==> config.mk <==
export PLATFORM = sky130hd
export DESIGN_NAME = phase_select_ctrl_flat
export DESIGN_NICKNAME = d
export VERILOG_FILES = /design/src/rtl/phase_select_ctrl_if.sv /design/src/rtl/phase_select_ctrl.sv /design/src/flat_wrapper.sv
export SDC_FILE = /design/constraint.sdc
export NUM_CORES = 1
export LEC_CHECK = 0
export BUFFER_PORTS_ARGS = -buffer_cell sky130_fd_sc_hd__clkbuf_2
export CAP_MARGIN = 10
export CORE_MARGIN = 5
export CORE_UTILIZATION = 50
export DETAILED_ROUTE_END_ITERATION = 12
export PLACE_DENSITY = 0.68
export SKIP_LAST_GASP = 1
export SYNTH_ARGS = -nofsm -noshare
export SYNTH_HDL_FRONTEND = slang
export SYNTH_SLANG_ARGS = --single-unit
==> constraint.sdc <==
create_clock -name clk -period 3 [get_ports clk]
set_input_delay 0.3 -clock clk [delete_from_list [all_inputs] [get_ports clk]]
set_output_delay 0.3 -clock clk [all_outputs]
set_load 0.05 [all_outputs]
==> src/rtl/phase_select_ctrl_if.sv <==
// Bundle between the CDR phase detector/mux and the phase-pointer controller.
// PSC_MANUAL_EN adds the manual phase override signals.
interface phase_select_ctrl_if #(
    parameter int unsigned PTR_W = 4
);
    logic             en;
    logic             shift_right;
    logic             shift_left;
    logic [PTR_W-1:0] phase_sel;
    logic             step_up;
    logic             step_dn;
    logic             locked;
    logic             trk_mode;
`ifdef PSC_MANUAL_EN
    logic             man_en;
    logic [PTR_W-1:0] man_phase;

    modport master (
        output en, shift_right, shift_left, man_en, man_phase,
        input  phase_sel, step_up, step_dn, locked, trk_mode
    );
    modport slave (
        input  en, shift_right, shift_left, man_en, man_phase,
        output phase_sel, step_up, step_dn, locked, trk_mode
    );
`else
    modport master (
        output en, shift_right, shift_left,
        input  phase_sel, step_up, step_dn, locked, trk_mode
    );
    modport slave (
        input  en, shift_right, shift_left,
        output phase_sel, step_up, step_dn, locked, trk_mode
    );
`endif
endinterface

==> src/rtl/phase_select_ctrl.sv <==
// Loop filter and phase-pointer controller for the 16-phase oversampling CDR.
// Define PSC_MANUAL_EN to enable the manual phase override (man_en/man_phase).
module phase_select_ctrl #(
    parameter int unsigned NPHASE     = 16,
    parameter int unsigned PTR_W      = 4,
    parameter int unsigned ACQ_THRESH = 2,
    parameter int unsigned TRK_THRESH = 8,
    parameter int unsigned ACC_W      = 5,
    parameter int unsigned SETTLE_CYC = 4,
    parameter int unsigned LOCK_WIN   = 64,
    parameter int unsigned UNLOCK_RUN = 3
) (
    input  logic                clk,
    input  logic                rst,
    phase_select_ctrl_if.slave  bus
);
    localparam int unsigned SW  = ACC_W + 1;
    localparam int unsigned LW  = $clog2(LOCK_WIN + 1);
    localparam int unsigned RW  = $clog2(UNLOCK_RUN + 1);
    localparam int unsigned SCW = $clog2(SETTLE_CYC + 1);

    typedef enum logic [1:0] {S_ACQ = 2'd0, S_TRACK = 2'd1, S_SETTLE = 2'd2} state_e;

    state_e                   state_q, state_d, ret_q, ret_d;
    logic signed [ACC_W-1:0]  acc_q, acc_d;
    logic [PTR_W-1:0]         phase_q, phase_d;
    logic [LW-1:0]            lock_cnt_q, lock_cnt_d;
    logic [RW-1:0]            run_cnt_q, run_cnt_d;
    logic [SCW-1:0]           settle_cnt_q, settle_cnt_d;
    logic                     last_up_q, last_up_d;
    logic                     step_up_q, step_up_d, step_dn_q, step_dn_d;
    logic                     locked_q, locked_d, trk_q, trk_d;

    logic signed [1:0]        vote;
    logic signed [SW-1:0]     sum, thr;
    logic [RW-1:0]            run_next;
    logic                     up;

    // Next-state: vote integration, stepping, settle timing, lock/unlock tracking.
    always_comb begin
        state_d      = state_q;
        ret_d        = ret_q;
        acc_d        = acc_q;
        phase_d      = phase_q;
        lock_cnt_d   = lock_cnt_q;
        run_cnt_d    = run_cnt_q;
        settle_cnt_d = settle_cnt_q;
        last_up_d    = last_up_q;
        step_up_d    = 1'b0;
        step_dn_d    = 1'b0;
        locked_d     = locked_q;
        trk_d        = trk_q;
        run_next     = '0;
        up           = 1'b0;

        vote = 2'sb00;
        if (bus.shift_right && !bus.shift_left)      vote = 2'sb01;
        else if (bus.shift_left && !bus.shift_right) vote = 2'sb11;
        sum = SW'(acc_q) + SW'(vote);
        thr = (state_q == S_TRACK) ? SW'(TRK_THRESH) : SW'(ACQ_THRESH);

        if (state_q == S_SETTLE) begin
            if (settle_cnt_q == SCW'(SETTLE_CYC - 1)) begin
                state_d      = ret_q;
                settle_cnt_d = '0;
            end else begin
                settle_cnt_d = settle_cnt_q + SCW'(1);
            end
        end else if (bus.en) begin
            if (sum == thr || sum == -thr) begin
                up           = (sum == thr);
                step_up_d    = up;
                step_dn_d    = !up;
                if (up) phase_d = (phase_q == PTR_W'(NPHASE - 1)) ? '0 : phase_q + PTR_W'(1);
                else    phase_d = (phase_q == '0) ? PTR_W'(NPHASE - 1) : phase_q - PTR_W'(1);
                acc_d        = '0;
                lock_cnt_d   = '0;
                settle_cnt_d = '0;
                state_d      = S_SETTLE;
                ret_d        = state_q;
                if (state_q == S_TRACK) begin
                    run_next  = (run_cnt_q != '0 && last_up_q == up) ? run_cnt_q + RW'(1) : RW'(1);
                    run_cnt_d = run_next;
                    last_up_d = up;
                    // A run of same-direction steps means the loop lost the eye: fall back to ACQ.
                    if (run_next == RW'(UNLOCK_RUN)) begin
                        locked_d  = 1'b0;
                        trk_d     = 1'b0;
                        ret_d     = S_ACQ;
                        run_cnt_d = '0;
                    end
                end
            end else begin
                acc_d = ACC_W'(sum);
                if (lock_cnt_q != LW'(LOCK_WIN)) lock_cnt_d = lock_cnt_q + LW'(1);
                if (state_q == S_ACQ && lock_cnt_q == LW'(LOCK_WIN - 1)) begin
                    state_d   = S_TRACK;
                    locked_d  = 1'b1;
                    trk_d     = 1'b1;
                    run_cnt_d = '0;
                end
            end
        end

`ifdef PSC_MANUAL_EN
        if (bus.man_en) begin
            phase_d      = bus.man_phase;
            acc_d        = '0;
            lock_cnt_d   = '0;
            run_cnt_d    = '0;
            settle_cnt_d = '0;
            locked_d     = 1'b0;
            trk_d        = 1'b0;
            step_up_d    = 1'b0;
            step_dn_d    = 1'b0;
            state_d      = S_ACQ;
            ret_d        = S_ACQ;
        end
`endif
    end

    always_ff @(posedge clk) begin
        if (rst) begin
            state_q      <= S_ACQ;
            ret_q        <= S_ACQ;
            acc_q        <= '0;
            phase_q      <= '0;
            lock_cnt_q   <= '0;
            run_cnt_q    <= '0;
            settle_cnt_q <= '0;
            last_up_q    <= 1'b0;
            step_up_q    <= 1'b0;
            step_dn_q    <= 1'b0;
            locked_q     <= 1'b0;
            trk_q        <= 1'b0;
        end else begin
            state_q      <= state_d;
            ret_q        <= ret_d;
            acc_q        <= acc_d;
            phase_q      <= phase_d;
            lock_cnt_q   <= lock_cnt_d;
            run_cnt_q    <= run_cnt_d;
            settle_cnt_q <= settle_cnt_d;
            last_up_q    <= last_up_d;
            step_up_q    <= step_up_d;
            step_dn_q    <= step_dn_d;
            locked_q     <= locked_d;
            trk_q        <= trk_d;
        end
    end

    assign bus.phase_sel = phase_q;
    assign bus.step_up   = step_up_q;
    assign bus.step_dn   = step_dn_q;
    assign bus.locked    = locked_q;
    assign bus.trk_mode  = trk_q;
endmodule
==> src/flat_wrapper.sv <==
// flat-port wrapper written by rule: the top's interface ports become plain ports
module phase_select_ctrl_flat 
#(
    parameter int unsigned NPHASE     = 16,
    parameter int unsigned PTR_W      = 4,
    parameter int unsigned ACQ_THRESH = 2,
    parameter int unsigned TRK_THRESH = 8,
    parameter int unsigned ACC_W      = 5,
    parameter int unsigned SETTLE_CYC = 4,
    parameter int unsigned LOCK_WIN   = 64,
    parameter int unsigned UNLOCK_RUN = 3
)
  (clk, rst, bus_en, bus_shift_right, bus_shift_left, bus_phase_sel, bus_step_up, bus_step_dn, bus_locked, bus_trk_mode);
  phase_select_ctrl_if #(.PTR_W(PTR_W)) bus_i ();
  input  logic clk;
  input  logic rst;
  input wire logic [$bits(bus_i.en)-1:0] bus_en;
  input wire logic [$bits(bus_i.shift_right)-1:0] bus_shift_right;
  input wire logic [$bits(bus_i.shift_left)-1:0] bus_shift_left;
  output wire logic [$bits(bus_i.phase_sel)-1:0] bus_phase_sel;
  output wire logic [$bits(bus_i.step_up)-1:0] bus_step_up;
  output wire logic [$bits(bus_i.step_dn)-1:0] bus_step_dn;
  output wire logic [$bits(bus_i.locked)-1:0] bus_locked;
  output wire logic [$bits(bus_i.trk_mode)-1:0] bus_trk_mode;
  assign bus_i.en = bus_en;
  assign bus_i.shift_right = bus_shift_right;
  assign bus_i.shift_left = bus_shift_left;
  assign bus_phase_sel = bus_i.phase_sel;
  assign bus_step_up = bus_i.step_up;
  assign bus_step_dn = bus_i.step_dn;
  assign bus_locked = bus_i.locked;
  assign bus_trk_mode = bus_i.trk_mode;
  phase_select_ctrl #(.NPHASE(NPHASE), .PTR_W(PTR_W), .ACQ_THRESH(ACQ_THRESH), .TRK_THRESH(TRK_THRESH), .ACC_W(ACC_W), .SETTLE_CYC(SETTLE_CYC), .LOCK_WIN(LOCK_WIN), .UNLOCK_RUN(UNLOCK_RUN)) u_core (.clk(clk), .rst(rst), .bus(bus_i));
endmodule
==> flow_summary.yaml <==
place:
  gp_congestion: 0.8117
  port_buffers: 12
  dp_hpwl_um: 3218
floorplan:
  rows: 22
  die-area_mm2: 0.005196
  die_w_um: 72.08
  core_area_mm2: 0.003689
  die_h_um: 72.08
  io_pins: 13
  start_util_pct: 52.24
clock_tree:
  cts_tree: "built"
  clock_sinks: 29
  root_buffer: "clkbuf_8"
  numCtsBuffers: 5
  htree_levels: 2
  cts.reportedPaths.clkPinSlew_ns: 0.07
  postCtsHoldBufs: 0
  clockBufferDepth: 2
  clk_latency_ns: 0.28
global_routing:
  grt_pass1_vias: 1667
  grt_remaining_overflow: 0
  grt_pass1_wl_um: 7410
  grt_use_total_pct: 17.74
  grt_max_degree: 25
  antenna_found_initial: 0
layout:
  fillers: 349
  synthToLayoutAreaGrowth_pct: 21.95
  drive_above_1_share_pct: 24.10
  n_antenna_cell: 0
  final_cell_mix: "buf_4, dfxtp_1, nor2_1"
  multi_input_comb_area_mm2: 0.001252
  seqCellArea_um2: 581.8
  final_nets: 292
  fin_util_pct: 63.70
logic_synthesis:
  synth_nets: 258
  synth_top_area_share_pct: 30.13
  synthCells: 243
  ys_warn_count: 0
  synth_largest_area_cell: "dfxtp_1"
  ys_async_sr_fraction_pct: 0
  yosysSeqAreaShare_pct: 30.13
  synth_edf_count: 0
  synthTopCellsByArea: "dfxtp_1, ha_1, a21oi_1, nor2_1, xor2_1"
  syn_area_mm2: 0.001927
  synth_ff_type: "dfxtp_1"
  syn_avg_cell_area_um2: 7.929
  ys_seq_elements: 29
  yosysUniqueCellTypes: 58
setup_path:
  slowest_delay_ns: 0.51
  cp_top_family: "simple AND/OR/NAND/NOR gates"
  cp_cell_sequence: "buf_6 > inv_2 > ha_4 > inv_2 > ha_4 > or4b_4 > and3b_4 > a211oi_4 > mux2_4 > or2_4 > xnor2_2 > or4_1 > a21oi_1"
  worst-path-buf-inv: 3
  cpMaxStageDelayCell: "or4_1"
  rr_worst_depth: 9
  crit_required_ns: 3.21
  worstSetupEndpointType: "flip-flop"
  path_max_fanout: 4
  worstPathArrival_ns: 3.15
  worstSetupPathType: "in -> reg"
  crit_cells: 13
  startpoint_type: "primary input"
run:
  maxCapViolCount: 0
routing:
  viasPerCell: 5.439
  drt-initial-drc-count: 101
  finalWirelength_um: 4276
  ant_nets: 0
  firstDrtPassIters: 5
  vias: 1773
  drc: 0
  post_drt_wl_per_cell_um: 13.12
timing:
  relSlewSlack_pct: 67.00
  whs_ns: 0.4304
  maxSlewViolCount: 0
  hold_viol: 0
  max_clock_freq_mhz: 339.8
  worst_pin_slew_ns: 0.4951
  skew_ns: 0.006361
  setup_tns_ns: 0
  finalCritPeriodShare_pct: 98.08
  period_needed_ns: 2.943
  setup_viol: 0
power_and_ir_drop:
  finalPower_w: 0.001048
  peakVddDrop_mv: 0.3311
  power_density_mw_per_mm2: 446.2
  leakagePower_nw: 0.9803
worst_hold_path:
  hold_depth: 2
  hold_class: "reg -> reg"
outcome:
  status: "finished, final reports clean"
==> through the flow <==
| step | worst slack [ns] | cells | area, um^2 |
|---|---|---|---|
| 2_1_floorplan | -0.1825 | 243 | 1932 |
| 3_3_place_gp | -0.1698 | 317 | 2181 |
| 3_5_place_dp | -0.2792 | 317 | 2181 |
| 4_1_cts | 0.001297 | 325 | 2282 |
| 5_1_grt | -0.01735 | 326 | 2350 |
| 6_report | 0.05747 | 326 | 2350 |
==> report_power, final <==
group	internal, W	switching [W]	leakage [nW]	total (W)
logic	0.000134	0.000137	0.691	0.000272
clock network	0.000207	0.000149	0.0542	0.000355
registers	0.000400	0.0000212	0.235	0.000421
total	0.000741	0.000307	0.980	0.00105
==> final timing paths <==
path,start,end,slack (ns)
max,bus_shift_right,u_core.run_cnt_q[1],0.06
min,u_core.settle_cnt_q[2],u_core.settle_cnt_q[2],0.43
max reg2reg,u_core.acc_q[0],u_core.run_cnt_q[1],0.13
min reg2reg,u_core.settle_cnt_q[2],u_core.settle_cnt_q[2],0.43
==> Yosys cell counts, types with 3 or more instances <==
| master | number |
|---|---|
| inv_1 | 19 |
| xor2_1 | 9 |
| buf_2 | 3 |
| nand3_1 | 6 |
| a21oi_1 | 19 |
| nand4_1 | 5 |
| clkbuf_1 | 7 |
| xnor2_1 | 3 |
| nor2_1 | 24 |
| ha_1 | 10 |
| nor4_1 | 3 |
| nand2b_1 | 6 |
| nor3_1 | 5 |
| a211oi_1 | 3 |
| or3_1 | 5 |
| o21ai_0 | 8 |
| a31oi_1 | 4 |
| and3_1 | 4 |
| nand2_1 | 19 |
| dfxtp_1 | 29 |
| nand3b_1 | 4 |
| o21bai_1 | 4 |
==> area by class of cell <==
class,count,share of cell area [%]
multi-input cells,182,53.30
flip-flops and latches,29,24.76
repair buffers,40,12.03
clock buffers,7,4.100
inverters,19,3.035
well taps,48,2.556
clock inverters,1,0.2130
==> layer usage <==
layer	up-vias	global-route usage, %	wire, um
met5	-	0	0
met4	0	5.846	91
met3	10	4.986	156
met2	35	27.70	1911
li1	934	-	-
met1	794	23.51	2116
==> worst min-delay path: cells and delay by family, from the launching register on <==
kind / cells / cell delay (ns)
DFF: 1 / 0.31
buffers and inverters: 1 / 0.05
AOI/OAI and AO/OA: 1 / 0.03
==> state kept, by name, indices dropped and copies added, names as in the netlist <==
name                  cells
u_core.acc_q              5
u_core.lock_cnt_q         7
u_core.run_cnt_q          2
u_core.bus.step_dn        1
u_core.bus.phase_sel      4
u_core.state_q            2
u_core.bus.step_up        1
u_core.last_up_q          1
u_core.ret_q              2
u_core.settle_cnt_q       3
u_core.bus.locked         1
==> timing repair <==
item	CTS	global route
resized for setup	0	16
hold endpoints to repair	0	0
endpoints found under the setup margin	0	17
setup buffers	0	1
==> logic make-up after synthesis <==
logic type	share of synthesized area (%)
simple gates	26.82
compound gates	21.04
buf+inv	7.403
flops	30.13
xor+xnor	6.299
fa+ha+maj	6.494
mux	1.818
Power figures use the tool's default switching activity.
